==> config.mk <==
export PLATFORM = sky130hd
export DESIGN_NAME = simd_host_loader
export DESIGN_NICKNAME = d
export VERILOG_FILES = /design/src/rtl/simd_host_loader.sv
export SDC_FILE = /design/constraint.sdc
export NUM_CORES = 1
export LEC_CHECK = 0
export CAP_MARGIN = 20
export CORE_MARGIN = 8
export CORE_UTILIZATION = 50
export CTS_CLUSTER_SIZE = 14
export DETAILED_ROUTE_END_ITERATION = 8
export GPL_TIMING_DRIVEN = 0
export MAX_ROUTING_LAYER = met4
export PLACE_DENSITY = 0.76
export RECOVER_POWER = 50
export SYNTH_ARGS = -nofsm -noshare
export SYNTH_HDL_FRONTEND = slang
export SYNTH_SLANG_ARGS = --single-unit
==> constraint.sdc <==
create_clock -name clk -period 2.6 [get_ports clk]
set_input_delay 0.78 -clock clk [delete_from_list [all_inputs] [get_ports clk]]
set_output_delay 0.78 -clock clk [all_outputs]
set_load 0.05 [all_outputs]
==> src/rtl/simd_host_loader.sv <==
// rtl/simd_host_loader.sv - Pico nibble-bus host loader: byte assembly, payload buffer, SIMD burst and send timing
module simd_host_loader #(
    parameter int NUM_BYTES    = 32,
    parameter int SEND_CYCLES  = 16,
    parameter int SETUP_CYCLES = 3,
    parameter int SYNC_STAGES  = 2
) (
    input  logic       clk,
    input  logic       rst_n,
    input  logic [3:0] pico_nib,
    input  logic       pico_strb,
    output logic       pico_busy,
    output logic       err,
    output logic       load,
    output logic [7:0] simd_data,
    output logic [3:0] mode,
    output logic       dtype,
    output logic       send
);

    localparam int CNT_MAX = (NUM_BYTES > SEND_CYCLES) ? NUM_BYTES : SEND_CYCLES;
    localparam int CNT_W   = $clog2(CNT_MAX + 1);
    localparam int IDX_W   = (NUM_BYTES > 1) ? $clog2(NUM_BYTES) : 1;

    typedef enum logic [2:0] {
        S_IDLE,
        S_PAYLOAD,
        S_BURST,
        S_SETUP,
        S_SEND
    } state_t;

    state_t state, state_next;

    logic [SYNC_STAGES-1:0] strb_sync;
    logic [3:0]             nib_sync [SYNC_STAGES];
    logic                   strb_prev;
    logic                   strb_edge;
    logic                   phase_lo;
    logic [3:0]             hi_nib;
    logic [7:0]             byte_q;
    logic                   byte_valid;
    logic [IDX_W-1:0]       idx;
    logic [CNT_W-1:0]       cnt;
    logic [7:0]             payload_mem [NUM_BYTES];
    logic [1:0]             opcode;
    logic                   hdr_load;
    logic                   hdr_run;

    // Nibble and strobe both travel through the same synchronizer depth so they stay aligned
    always_ff @(posedge clk or negedge rst_n) begin
        if (!rst_n) begin
            strb_sync <= '0;
            strb_prev <= 1'b0;
            for (int i = 0; i < SYNC_STAGES; i++) begin
                nib_sync[i] <= 4'h0;
            end
        end else begin
            strb_sync[0] <= pico_strb;
            nib_sync[0]  <= pico_nib;
            for (int i = 1; i < SYNC_STAGES; i++) begin
                strb_sync[i] <= strb_sync[i-1];
                nib_sync[i]  <= nib_sync[i-1];
            end
            strb_prev <= strb_sync[SYNC_STAGES-1];
        end
    end

    assign strb_edge = strb_sync[SYNC_STAGES-1] & ~strb_prev;
    assign pico_busy = (state == S_BURST) || (state == S_SETUP) || (state == S_SEND);
    assign opcode    = byte_q[7:6];
    assign hdr_load  = byte_valid && (state == S_IDLE) && (opcode == 2'b01);
    assign hdr_run   = byte_valid && (state == S_IDLE) && (opcode == 2'b10);

    // Nibble pairing: hi nibble first, byte_valid pulses for one cycle on the lo nibble
    always_ff @(posedge clk or negedge rst_n) begin
        if (!rst_n) begin
            phase_lo   <= 1'b0;
            hi_nib     <= 4'h0;
            byte_q     <= 8'h00;
            byte_valid <= 1'b0;
        end else begin
            byte_valid <= 1'b0;
            if (strb_edge && !pico_busy) begin
                if (!phase_lo) begin
                    hi_nib   <= nib_sync[SYNC_STAGES-1];
                    phase_lo <= 1'b1;
                end else begin
                    byte_q     <= {hi_nib, nib_sync[SYNC_STAGES-1]};
                    byte_valid <= 1'b1;
                    phase_lo   <= 1'b0;
                end
            end
        end
    end

    // State register
    always_ff @(posedge clk or negedge rst_n) begin
        if (!rst_n) begin
            state <= S_IDLE;
        end else begin
            state <= state_next;
        end
    end

    // Next-state decode
    always_comb begin
        state_next = state;
        case (state)
            S_IDLE: begin
                if (hdr_load) begin
                    state_next = S_PAYLOAD;
                end else if (hdr_run) begin
                    state_next = S_SETUP;
                end
            end
            S_PAYLOAD: begin
                if (byte_valid && (idx == IDX_W'(NUM_BYTES - 1))) begin
                    state_next = S_BURST;
                end
            end
            S_BURST: begin
                if (cnt == CNT_W'(NUM_BYTES)) begin
                    state_next = S_IDLE;
                end
            end
            S_SETUP: begin
                if (cnt == CNT_W'(SETUP_CYCLES - 1)) begin
                    state_next = S_SEND;
                end
            end
            S_SEND: begin
                if (cnt == CNT_W'(SEND_CYCLES)) begin
                    state_next = S_IDLE;
                end
            end
            default: state_next = S_IDLE;
        endcase
    end

    // Payload storage; contents are don't-care after reset
    always_ff @(posedge clk) begin
        if ((state == S_PAYLOAD) && byte_valid) begin
            payload_mem[idx] <= byte_q;
        end
    end

    // Registered outputs, byte index and window counter
    always_ff @(posedge clk or negedge rst_n) begin
        if (!rst_n) begin
            idx       <= '0;
            cnt       <= '0;
            load      <= 1'b0;
            simd_data <= 8'h00;
            send      <= 1'b0;
            mode      <= 4'h0;
            dtype     <= 1'b1;
            err       <= 1'b0;
        end else begin
            case (state)
                S_IDLE: begin
                    if (byte_valid) begin
                        err <= ~(hdr_load | hdr_run);
                    end
                    if (hdr_load) begin
                        idx <= '0;
                    end
                    if (hdr_run) begin
                        mode  <= byte_q[3:0];
                        dtype <= byte_q[4];
                        cnt   <= '0;
                    end
                end
                S_PAYLOAD: begin
                    if (byte_valid) begin
                        idx <= idx + 1'b1;
                    end
                    if (state_next == S_BURST) begin
                        load      <= 1'b1;
                        simd_data <= payload_mem[0];
                        cnt       <= CNT_W'(1);
                    end
                end
                S_BURST: begin
                    if (state_next == S_IDLE) begin
                        load <= 1'b0;
                    end else begin
                        simd_data <= payload_mem[cnt[IDX_W-1:0]];
                        cnt       <= cnt + 1'b1;
                    end
                end
                S_SETUP: begin
                    if (state_next == S_SEND) begin
                        send <= 1'b1;
                        cnt  <= CNT_W'(1);
                    end else begin
                        cnt <= cnt + 1'b1;
                    end
                end
                S_SEND: begin
                    if (state_next == S_IDLE) begin
                        send <= 1'b0;
                    end else begin
                        cnt <= cnt + 1'b1;
                    end
                end
                default: ;
            endcase
            // A strobe while busy is dropped but flagged
            if (strb_edge && pico_busy) begin
                err <= 1'b1;
            end
        end
    end

endmodule

# Word-level counts from Yosys, hierarchy flattened
# Memories as Yosys holds them, arrays and structs flattened.
# Index checks and enable logic that the tools add are counted.
[classes] addsub=2 mul=0 div_mod_pow=0 order_cmp=0 eq_ne=21 shift=0 n_mux=31 bitwise=5 reduce_logical=28
[op_table] cell="2-to-1 mux 6 bit" count=4
[op_table] cell="one-hot mux 6 bit (4 select lines)" count=1
[op_table] cell="2-to-1 mux 3 bit" count=6
[op_table] cell="2-to-1 mux 8 bit" count=2
[op_table] cell="one-hot mux 8 bit (2 select lines)" count=1
[op_table] cell="one-hot mux 3 bit (5 select lines)" count=1
[op_table] cell="AND reduction 3 bit" count=4
[op_table] cell="2-to-1 mux 1 bit" count=11
[op_table] cell="2-to-1 mux 5 bit" count=2
[op_table] cell="!= test 2 bit, second input constant" count=5
[op_table] cell="one-hot mux 5 bit (2 select lines)" count=1
[op_table] cell="nonzero test 2 bit" count=5
[op_table] cell="== test 3 x 2 -> 1 bit, second input constant" count=3
[op_table] cell="!= test 2 x 1 -> 1 bit, second input constant" count=4
[op_table] cell="AND reduction 2 bit" count=4
[op_table] cell="logical AND 1 bit" count=7
[op_table] cell="adder 6 x 1 -> 6 bit, second input constant" count=1
[op_table] cell="== test 3 bit, second input constant" count=2
[op_table] cell="== test 6 x 2 -> 1 bit, second input constant" count=1
[op_table] cell="== test 6 x 5 -> 1 bit, second input constant" count=1
[op_table] cell="== test 6 bit, second input constant" count=1
[op_table] cell="logical NOT 3 bit" count=2
[op_table] cell="adder 5 x 1 -> 5 bit, second input constant" count=1
[op_table] cell="== test 5 bit, second input constant" count=1
[op_table] cell="other kinds (12)" count=16
[totals] register_bits=55 latchBits=0 mem_bits_rw=256 mem_bits_ro=0 inputBits=7 output_inout_bits=17 elab_cells=105 n_memories=1
[memory_table] name="payload_mem" depth=32 word_bits=8 read_ports=2 rd_clocked_by_memory_dff=0 wr=1 line="45" source="logic [7:0] payload_mem [NUM_BYTES];"

# Depth between registers and ports, before layout
# Gate-level depths: netlist (run 1).
[logic_depth] word_depth=9 depth_mapped=11 mapped_depth_nobuf=8

# Least setup slack after synthesis (run 1)
# OpenSTA, ideal clock, no wires.
[synth_timing] path_kind="register to register" start="reg cnt[0]" end="reg simd_data[4]" setup_time_ps=129 t_arrival_ps=2479 setup_slack_ps=-8 path_stages_with_launch=12 path_buffers=5 path_cell_list="dfrtp_1 buf_6 buf_6 buf_4 buf_2 inv_1 ha_1 a41o_1 clkbuf_1 nand2_1 and3_1 a2111o_1"
[synth_between] elab_chain_len=6 word_cells_on_any_way=15 classes_between="eq/ne: 6; mux: 6; reduce/logical: 2; memory: 1"
[synth_rtl] item="from (decl)" line="44" source="logic [CNT_W-1:0] cnt;"
[synth_rtl] item="from (signal assigned)" line="189" source="cnt <= cnt + 1'b1;"
[synth_rtl] item="from (signal assigned)" line="197" source="cnt <= cnt + 1'b1;"
[synth_rtl] item="from (signal assigned)" line="204" source="cnt <= cnt + 1'b1;"
[synth_rtl] item="== test 6 x 5 -> 1 bit (tied with other cells)" line="133" source="if (cnt == CNT_W'(SEND_CYCLES)) begin"
[synth_rtl] item="2-to-1 mux 3 bit (on tied branches)" line="133, 123, 128"
[synth_rtl] item="one-hot mux 3 bit (5 select lines)" line="109" source="case (state)"
[synth_rtl] item="== test 3 x 2 -> 1 bit or logical NOT 3 bit (tied branches)" line="178, 185"
[synth_rtl] item="!= test 2 x 1 -> 1 bit (no source line) or != test 2 bit (tied branches)"
[synth_rtl] item="AND reduction 3 bit (no source line)"
[synth_rtl] item="to (signal assigned)" line="180" source="simd_data <= payload_mem[0];"
[synth_rtl] item="to (signal assigned)" line="188" source="simd_data <= payload_mem[cnt[IDX_W-1:0]];"
[synth_rtl] item="to (decl)" line="15" source="output logic [7:0] simd_data,"
# Several ways; a longest one is shown, not always the timed one. The select of a mux whose other input is x is not followed.
# A chain may end at the register's enable or synchronous reset.

# Worst setup path in the final report (run 1)
[layout_timing] start="reg state[0]" end="mem payload_mem[1][6], enable pin"
[layout_between] elab_chain_len=4
[layout_rtl] item="from (decl)" line="33" source="state_t state, state_next;"
[layout_rtl] item="from (signal assigned)" line="102" source="state <= state_next;"
[layout_rtl] item="== test 3 x 1 -> 1 bit" line="143" source="if ((state == S_PAYLOAD) && byte_valid) begin"
[layout_rtl] item="logical AND 1 bit" line="143"
[layout_rtl] item="2-to-1 mux 1 bit" line="143"
[layout_rtl] item="2-to-1 mux 1 bit (not written as such)" line="144" source="payload_mem[idx] <= byte_q;"
[layout_rtl] item="to (decl)" line="45"
# Every way passes these cells.

==> impl_metrics.tcl, run 1 <==
set metrics [dict create \
    status "finished, violations left" \
    violations "max-capacitance violations, max-slew violations, negative setup slack" \
    io_pins 24 \
    grt_antenna_before_repair 0 \
    clock_latency_ns 0.56 \
    ff2ff_setup_slack_ns -0.01 \
    layout.cells.non_filler 1077 \
    final_core_util_pct 59.3 \
    dr.pass1.iters 6 \
    synth_cell_types 58 \
    post_synth.cell_area_avg_um2 18.5 \
    cts_tree "built" \
    num-fill-cells 1706 \
    tightestPinTransition_ns 1.53 \
    rsz0062_at_grt "true" \
    slew_viol_final 63 \
    cp_max_fo 10 \
    reg2reg_to "payload_mem[1][6]$_DFFE_PP_" \
    vias_per_cell 6.27 \
    power.total_mw 15.0 \
    totalWireLength_um 29000 \
    worst_slack_ns -0.0108 \
    initial_utilization_pct 50.8 \
    synth_nets 682 \
    drc 0 \
    antenna_cells 0 \
    worstHoldPathType "flop to flop" \
    area_growth_pct 16.9 \
    drtIter0Drc 749 \
    grt_pass1_wl_um 42800 \
    port_buffers 23 \
    grt_pass1_vias 6728 \
    cp_num_buf_inv 2 \
    arrival_ns 2.83 \
    cts_inserted_buffers 31 \
    die_h_um 173 \
    synth-seq-cells 311 \
    num_rows 57 \
    synth_edf_count 256 \
    powerDensity_nw_per_um2 1040 \
    vias 6754 \
    startpoint_type "flop" \
    gp_congestion 0.913 \
    syn_inst 667 \
    dieArea_um2 29900 \
    crit_chain "buf_2, nor2b_1, and3b_1, clkbuf_1, nand2_2, nor2_4" \
    end_kind "flop" \
    grt_overflow 0 \
    crit_start "state[0]$_DFF_PN0_" \
    finalHoldViolations 0 \
    clock.fmax_ghz 0.383 \
    cts_sinks 311 \
    synth_flop_cell "edfxtp_1" \
    rr_worst_depth 6 \
    crit_slowest_cell "nand2_2" \
    root_buffer "clkbuf_16" \
    worst_path_largest_cell_delay_ns 0.44 \
    die_x_um 173 \
    wl_per_cell_um 26.9 \
    min_period_ns 2.61 \
    antenna_left 0 \
    detailedPlacementHpwl_um 18800 \
    rr_startpoint "state[0]$_DFF_PN0_" \
    endpoint "payload_mem[1][6]$_DFFE_PP_" \
    ys_seq_area_share_pct 73.7 \
    htree_levels 1 \
    path_depth 6 \
    yosys_warnings 0 \
    period_share_pct 100 \
    finClkSkew_ns 0.0186 \
    ir_drop_mv 0.548 \
    nNetsFinal 744 \
    maxSlewHeadroom_pct -2.23 \
    p_leak_nw 4.88 \
    layout-drive-gt1-share_pct 25.5 \
    cap_violations 2 \
    cp.required_ns 2.82 \
    crit_type "flop to flop" \
    syn-cell-area_um2 12300 \
    setup_tns_ns -0.0421 \
    min-delay-start "nib_sync[7]$_DFF_PN0_" \
    cts.clk_slew.worst_paths_ns 0.06 \
    grt_max_degree 37 \
    dp_slack_ns -0.540 \
    clk_path_buf_depth 3 \
    ys_async_sr_fraction_pct 17.7 \
    grt_usage_pct 19.6 \
    setup_viol 9 \
    coreArea_um2 24200 \
    dpl.cell_count 1018 \
    path_delay_family "simple AND/OR/NAND/NOR gates" \
]
[sequential cells by signal (all words and copies together) (netlist names), 2 cells and up]
name and cells:
cnt 6, simd_data 8, idx 5, mode 4
payload_mem 256, hi_nib 4, nib_sync 8, strb_sync 2
state 3, byte_q 8
[repair_timing]
action	4_1_cts	5_1_grt
setup buffers	0	0
pin swaps	0	2
endpoints found under the setup margin	274	261
hold endpoints to repair	0	0
resized for setup	36	71
hold buffers	0	0
[cell usage in the layout (no fill, tap or decap), drive strengths merged, types with 6 or more instances in the layout]
cell | Yosys | layout
buf | 19 | 21
a211oi | 8 | 8
nand3 | 12 | 12
mux4 | 57 | 57
inv | 11 | 11
nor2 | 42 | 42
o21ai | 14 | 14
edfxtp | 256 | 256
clkbuf | 15 | 56
clkinv | 0 | 16
a21o | 6 | 6
mux2 | 17 | 17
a22oi | 6 | 6
o221ai | 7 | 7
ha | 8 | 8
clkdlybuf4s50 | 0 | 14
nand3b | 6 | 6
a22o | 8 | 8
mux2i | 21 | 21
dfrtp | 54 | 54
nand2 | 32 | 32
[cell families after synthesis]
| logic type | count (synthesis) | share of synthesized area [%] |
|---|---|---|
| compound gates | 84 | 5.07 |
| xor+xnor | 4 | 0.285 |
| fa+ha+maj | 8 | 0.813 |
| buf+inv | 45 | 1.73 |
| flops | 311 | 73.7 |
| mux | 95 | 13.7 |
| simple gates | 120 | 4.75 |
[through the flow]
stage	instance area, µm²	hold slack (ns)
after CTS	14100	0.208
final	14400	0.347
after floorplan	12300	0.331
after global placement	12900	0.333
after detailed placement	13000	0.336
after global routing	14400	0.356
[area by class of cell]
| cell class | count | area [µm²] | area share [%] |
|---|---|---|---|
| well taps | 324 | 405 | 2.82 |
| inverters | 11 | 41.3 | 0.287 |
| multi-input cells | 311 | 3300 | 22.9 |
| plain buffers | 31 | 198 | 1.37 |
| clock inverters | 22 | 243 | 1.69 |
| repair buffers | 32 | 344 | 2.39 |
| flip-flops and latches | 311 | 9070 | 63.0 |
| clock buffers | 35 | 791 | 5.50 |
[layer usage]
metal  track usage, %  part of all wire (%)  routed length [µm]  vias up
li1                 -                     -                   -     2802
met1             25.2                    38               11000     3462
met2             31.3                    49               14200      422
met3             3.92                   9.9                2870       68
met4             6.07                   3.1                 901        0
met5                -                     0                   0        -
[power breakdown]
group | internal (mW) | leakage [nW] | switching [mW]
logic | 1.47 | 1.39 | 2.34
clock network | 2.68 | 0.509 | 1.84
registers | 6.30 | 2.98 | 0.399
total | 10.4 | 4.88 | 4.58
[worst min-delay path by stage]
stage | cells after the start | slack, ns | endpoint
6_report | 0 | 0.35 | nib_sync[3]$_DFF_PN0_
3_5_place_dp | 0 | 0.34 | nib_sync[3]$_DFF_PN0_
5_1_grt | 0 | 0.36 | nib_sync[3]$_DFF_PN0_
4_1_cts | 1 | 0.21 | cnt[3]$_DFFE_PN0P_
3_3_place_gp | 0 | 0.33 | nib_sync[2]$_DFF_PN0_
2_1_floorplan | 0 | 0.33 | nib_sync[0]$_DFF_PN0_
[synth_stat cells (6+ instances only)]
cell type | number | area, µm²
ha_1 | 8 | 100
edfxtp_1 | 256 | 7690
a21o_1 | 6 | 45.0
mux4_2 | 57 | 1280
inv_1 | 11 | 41.3
clkbuf_1 | 15 | 56.3
o21ai_0 | 12 | 60.1
a22oi_1 | 6 | 45.0
mux2_2 | 17 | 191
nand3b_1 | 6 | 45.0
a22o_1 | 8 | 70.1
buf_2 | 8 | 40.0
nor2_1 | 42 | 158
dfrtp_1 | 54 | 1350
nand2_1 | 32 | 120
o221ai_1 | 7 | 61.3
nand3_1 | 12 | 60.1
a211oi_1 | 8 | 60.1
mux2i_1 | 21 | 210
No activity file was read; power rests on OpenSTA's default activity.
==> inputs of run 2 (changes only) <==
--- a/config.mk
+++ b/config.mk
@@ -7,12 +7,12 @@
 export LEC_CHECK = 0
 export CAP_MARGIN = 20
 export CORE_MARGIN = 8
-export CORE_UTILIZATION = 50
+export CORE_UTILIZATION = 47
 export CTS_CLUSTER_SIZE = 14
 export DETAILED_ROUTE_END_ITERATION = 8
 export GPL_TIMING_DRIVEN = 0
 export MAX_ROUTING_LAYER = met4
-export PLACE_DENSITY = 0.76
+export PLACE_DENSITY = 0.72
 export RECOVER_POWER = 50
 export SYNTH_ARGS = -nofsm -noshare
 export SYNTH_HDL_FRONTEND = slang
==> run 2 against run 1 <==
The run still ends with max-capacitance violations, max-slew violations, negative setup slack left. Final area down 0.88%. Critical endpoint is now payload_mem[5][7]$_DFFE_PP_. Largest cell class unchanged. First-iteration DRC count down 16%. Sequential share of layout area up 0.56 points. Sequential power up 0.6%.
==> impl_metrics.tcl, run 2 (synthesis results as in run 1) <==
set metrics [dict create \
    status "finished, violations left" \
    violations "max-capacitance violations, max-slew violations, negative setup slack" \
    clk_path_buf_depth 3 \
    coreArea_um2 25900 \
    wl_per_cell_um 26.0 \
    cp_max_fo 10 \
    grt_overflow 0 \
    grt_pass1_wl_um 41700 \
    drc 0 \
    htree_levels 1 \
    worstHoldPathType "input pin to async pin" \
    die_h_um 178 \
    finClkSkew_ns 0.0124 \
    slew_viol_final 33 \
    area_growth_pct 15.9 \
    port_buffers 23 \
    grt_max_degree 39 \
    grt_antenna_before_repair 0 \
    drtIter0Drc 628 \
    rr_worst_depth 6 \
    stdcell_area_um2 14300 \
    detailedPlacementHpwl_um 18100 \
    setup_viol 218 \
    ff2ff_setup_slack_ns -0.08 \
    cap_violations 1 \
    maxSlewHeadroom_pct -5.17 \
    nNetsFinal 747 \
    min_period_ns 2.68 \
    crit_type "flop to flop" \
    dieArea_um2 31600 \
    cts.clk_slew.worst_paths_ns 0.06 \
    num_rows 59 \
    clock_latency_ns 0.55 \
    startpoint_type "flop" \
    finalHoldViolations 0 \
    power.total_mw 14.7 \
    rsz0062_at_grt "true" \
    largest_register "payload_mem" \
    cts_tree "built" \
    final_common_cell "edfxtp_1" \
    powerDensity_nw_per_um2 1030 \
    mostFrequentLayoutCells "edfxtp_1, mux4_2, dfrtp_1" \
    clock.fmax_ghz 0.373 \
    cp_num_buf_inv 2 \
    initial_utilization_pct 47.5 \
    die_x_um 178 \
    ir_drop_mv 0.743 \
    cp.required_ns 2.78 \
    tightestPinTransition_ns 1.58 \
    num-fill-cells 1922 \
    path_delay_family "simple AND/OR/NAND/NOR gates" \
    io_pins 24 \
    p_leak_nw 4.87 \
    arrival_ns 2.86 \
    crit_slowest_cell "nor2_2" \
    place_area_um2 13000 \
    cts_sinks 311 \
    crit_chain "buf_2, nor2b_1, and3b_1, clkbuf_1, nand2_1, nor2_2" \
    antenna_cells 0 \
    antenna_left 0 \
    cts_inserted_buffers 30 \
    reg2reg_to "payload_mem[5][7]$_DFFE_PP_" \
    worst_slack_ns -0.0785 \
    period_share_pct 103 \
    largest_reg_flops 256 \
    totalWireLength_um 28300 \
    root_buffer "clkbuf_16" \
    gp_congestion 0.877 \
    dr.pass1.iters 5 \
    grt_usage_pct 18.3 \
    worst_path_largest_cell_delay_ns 0.62 \
    grt_pass1_vias 6745 \
    vias_per_cell 6.07 \
    end_kind "flop" \
    vias 6617 \
    rr_startpoint "state[0]$_DFF_PN0_" \
    layout-drive-gt1-share_pct 26.9 \
]
## run 2: cell types whose count changed in the layout (fill, tap and decap cells not counted), sizes merged
cell           previous run  this run
buf                      21        25
bufinv                    5         0
clkbuf                   56        69
clkdlybuf4s50            14        15
clkinv                   16         5
dlymetal6s2s              1         0
inv                      11        13
## run 2: final cells by class
| cell class | count | area (µm²) | area share, % |
|---|---|---|---|
| Clock buffer | 48 | 903 | 6.33 |
| Multi-Input combinational cell | 311 | 3180 | 22.3 |
| Timing Repair Buffer | 35 | 377 | 2.64 |
| Buffer | 32 | 228 | 1.60 |
| Inverter | 11 | 43.8 | 0.307 |
| Clock inverter | 8 | 48.8 | 0.342 |
| Tap cell | 335 | 419 | 2.94 |
| Sequential cell | 311 | 9070 | 63.6 |
## run 2: repair_timing
action	4_1_cts	5_1_grt
setup buffers	2	2
hold buffers	0	0
pin swaps	1	1
resized for setup	42	44
endpoints found under the setup margin	274	266
## run 2: power breakdown
part           leakage [nW]  internal [mW]  switching, mW  total (mW)
clock                 0.469           2.39           1.78        4.17
combinational          1.42           1.55           2.22        3.77
sequential             2.98           6.30          0.437        6.74
## run 2: how the worst max path moves through the flow
| stage | endpoint | cells after the start | slack (ns) | startpoint |
|---|---|---|---|---|
| floorplan | simd_data[4]$_DFFE_PN0P_ | 11 | 0.12 | cnt[0]$_DFFE_PN0P_ |
| global placement | simd_data[1]$_DFFE_PN0P_ | 1 | -0.90 | rst_n |
| detailed placement | simd_data[4]$_DFFE_PN0P_ | 9 | -0.69 | cnt[1]$_DFFE_PN0P_ |
| CTS | payload_mem[13][5]$_DFFE_PP_ | 6 | -0.17 | state[0]$_DFF_PN0_ |
| global route | payload_mem[13][4]$_DFFE_PP_ | 6 | -0.23 | state[0]$_DFF_PN0_ |
| finish | payload_mem[5][7]$_DFFE_PP_ | 6 | -0.08 | state[0]$_DFF_PN0_ |
## run 2: worst register-to-register path: cells and delay by family (launching register included)
family	cells	cell delay [ns]
AND/OR/NAND/NOR	4	1.53
buffers and inverters	2	0.45
flip-flops	1	0.34
## run 2: through the flow
stage | utilization, % | hold slack [ns] | setup TNS (ns) | cells | setup slack [ns]
final | 55.0 | 0.331 | -6.58 | 1091 | -0.0785
after global routing | 55.0 | 0.353 | -43.94 | 1091 | -0.226
after CTS | 54.1 | 0.154 | -20.30 | 1083 | -0.167
after detailed placement | 50.1 | 0.336 | -25.53 | 1026 | -0.695
after global placement | 50.0 | 0.335 | -56.80 | 1025 | -0.904
after floorplan | - | 0.331 | 0 | 667 | 0.118
## run 2: per-layer routing
metal	GRT usage [%]	share of wire, %	vias up
li1	-	-	2807
met1	23.2	40	3419
met2	29.8	50	316
met3	1.89	6.6	75
met4	7.85	3.9	0
met5	-	0	-
==> inputs of run 3 (changes only) <==
--- a/config.mk
+++ b/config.mk
@@ -8,11 +8,12 @@
 export CAP_MARGIN = 20
 export CORE_MARGIN = 8
 export CORE_UTILIZATION = 47
-export CTS_CLUSTER_SIZE = 14
+export CTS_CLUSTER_DIAMETER = 100
+export CTS_CLUSTER_SIZE = 40
 export DETAILED_ROUTE_END_ITERATION = 8
 export GPL_TIMING_DRIVEN = 0
 export MAX_ROUTING_LAYER = met4
-export PLACE_DENSITY = 0.72
+export PLACE_DENSITY = 0.65
 export RECOVER_POWER = 50
 export SYNTH_ARGS = -nofsm -noshare
 export SYNTH_HDL_FRONTEND = slang
==> run 3 against run 2 <==
The run ends with negative setup slack left. Non-clock buffer count is 6 higher. Worst setup slack got worse by 0.089 ns. Power shrank 12%. Sequential power barely moved. Register-to-register slack got worse by 0.09 ns.
==> impl_metrics.tcl, run 3 (synthesis results as in run 1) <==
set metrics [dict create \
    status "finished, violations left" \
    violations "negative setup slack" \
    nNetsFinal 734 \
    antenna_left 0 \
    layout-drive-gt1-share_pct 24.4 \
    num-fill-cells 1993 \
    cp_max_fo 10 \
    area_growth_pct 11.5 \
    dpl.cell_count 1030 \
    cts_sinks 311 \
    end_kind "flop" \
    cts_tree "built" \
    drtIter0Drc 619 \
    ir_drop_mv 0.727 \
    place_area_um2 13100 \
    num_rows 59 \
    detailedPlacementHpwl_um 19200 \
    root_buffer "clkbuf_16" \
    coreArea_um2 25900 \
    dieArea_um2 31600 \
    port_buffers 23 \
    io_pins 24 \
    gp_congestion 0.908 \
    setup_viol 209 \
    grt_pass1_wl_um 42700 \
    die_h_um 178 \
    crit_type "flop to flop" \
    multiInputGateArea_um2 3220 \
    p_leak_nw 4.60 \
    fin_hold_ws_ns 0.369 \
    grt_pass1_vias 6596 \
    stdcell_area_um2 13700 \
    finClkSkew_ns 0.0312 \
    final_core_util_pct 53.0 \
    drc 0 \
    cp.required_ns 2.75 \
    highest_layer "met4" \
    grt_overflow 0 \
    vias 6524 \
    dr_wl_met3_um 1880 \
    crit_chain "clkbuf_4, nor2b_1, and3b_1, clkbuf_1, nand2_1, nor2_2" \
    wl_met1_um 11400 \
    setup_tns_ns -27.06 \
    powerDensity_nw_per_um2 936 \
    layout.cells.non_filler 1056 \
    ff2ff_setup_slack_ns -0.17 \
    grt_antenna_before_repair 0 \
    grt_max_degree 42 \
    worst_slack_ns -0.168 \
    maxSlewHeadroom_pct 1.87 \
    grt_usage_pct 18.8 \
    cts_inserted_buffers 11 \
    period_share_pct 106 \
    vias_per_cell 6.18 \
    finalHoldViolations 0 \
    largest_reg_flops 256 \
    totalWireLength_um 28500 \
    tightestPinTransition_ns 1.47 \
    largest_register "payload_mem" \
    final_common_cell "edfxtp_1" \
    slew_viol_final 0 \
    clk_path_buf_depth 3 \
    regArea_um2 9060 \
    arrival_ns 2.92 \
    antenna_cells 0 \
    cts.clk_slew.worst_paths_ns 0.14 \
    die_x_um 178 \
    htree_levels 1 \
    startpoint_type "flop" \
    clock.fmax_ghz 0.361 \
    wl_per_cell_um 27.0 \
    min_period_ns 2.77 \
    mostFrequentLayoutCells "edfxtp_1, mux4_2, dfrtp_1" \
    rsz0062_at_grt "true" \
    clock_latency_ns 0.50 \
    cap_violations 0 \
    worst_path_largest_cell_delay_ns 0.61 \
    initial_utilization_pct 47.5 \
    dr.pass1.iters 5 \
    wl_met2_um 14500 \
    worstHoldPathType "flop to flop" \
    crit_slowest_cell "nor2_2" \
]
run 3: critical path, delay by kind of cell, from the launching register on:
family / cells / cell delay, ns
flip-flops: 1 / 0.39
AND/OR/NAND/NOR: 4 / 1.54
buffers and inverters: 2 / 0.49
run 3: power breakdown:
part           switching, mW  internal (mW)  total (mW)  leakage, nW
clock network           1.38          0.805        2.19        0.145
logic                   2.29           1.64        3.93         1.47
registers              0.430           6.29        6.72         2.98
run 3: per-layer routing:
| metal | track usage [%] | vias up |
|---|---|---|
| met4 | 4.41 | 0 |
| met3 | 2.60 | 44 |
| met1 | 24.1 | 3450 |
| met5 | - | - |
| met2 | 31.5 | 272 |
| li1 | - | 2758 |
run 3: repair_timing:
| action | in CTS | in global routing |
|---|---|---|
| hold buffers | 0 | 0 |
| buffers inserted | 5 | 3 |
| setup endpoints to repair | 274 | 261 |
| gates resized for setup | 60 | 43 |
| pin swaps | 1 | 0 |
run 3: area by class of cell:
class                           count  area share (%)
Buffer                             33            1.84
Clock buffer                       14            2.09
Clock inverter                      1          0.0820
Inverter                           11           0.328
Multi-Input combinational cell    311            23.4
Sequential cell                   311            66.0
Tap cell                          335            3.05
Timing Repair Buffer               40            3.12
run 3: worst paths after layout:
check / startpoint / end / cells past startpoint
setup / recovery: state[0]$_DFF_PN0_ / payload_mem[21][6]$_DFFE_PP_ / 6
hold / removal: strb_sync[0]$_DFF_PN0_ / strb_sync[1]$_DFF_PN0_ / 0
setup reg to reg: state[0]$_DFF_PN0_ / payload_mem[21][6]$_DFFE_PP_ / 6
hold reg to reg: strb_sync[0]$_DFF_PN0_ / strb_sync[1]$_DFF_PN0_ / 0
max in group asynchronous: rst_n / nib_sync[1]$_DFF_PN0_ / 2
min in group asynchronous: rst_n / mode[1]$_DFFE_PN0P_ / 1
run 3: stage by stage:
step	power [mW]	worst slack [ns]
after floorplan	8.96	0.118
after global placement	10.2	-0.831
after detailed placement	10.5	-0.623
after CTS	12.7	-0.214
after global routing	13.3	-0.292
final	12.8	-0.168
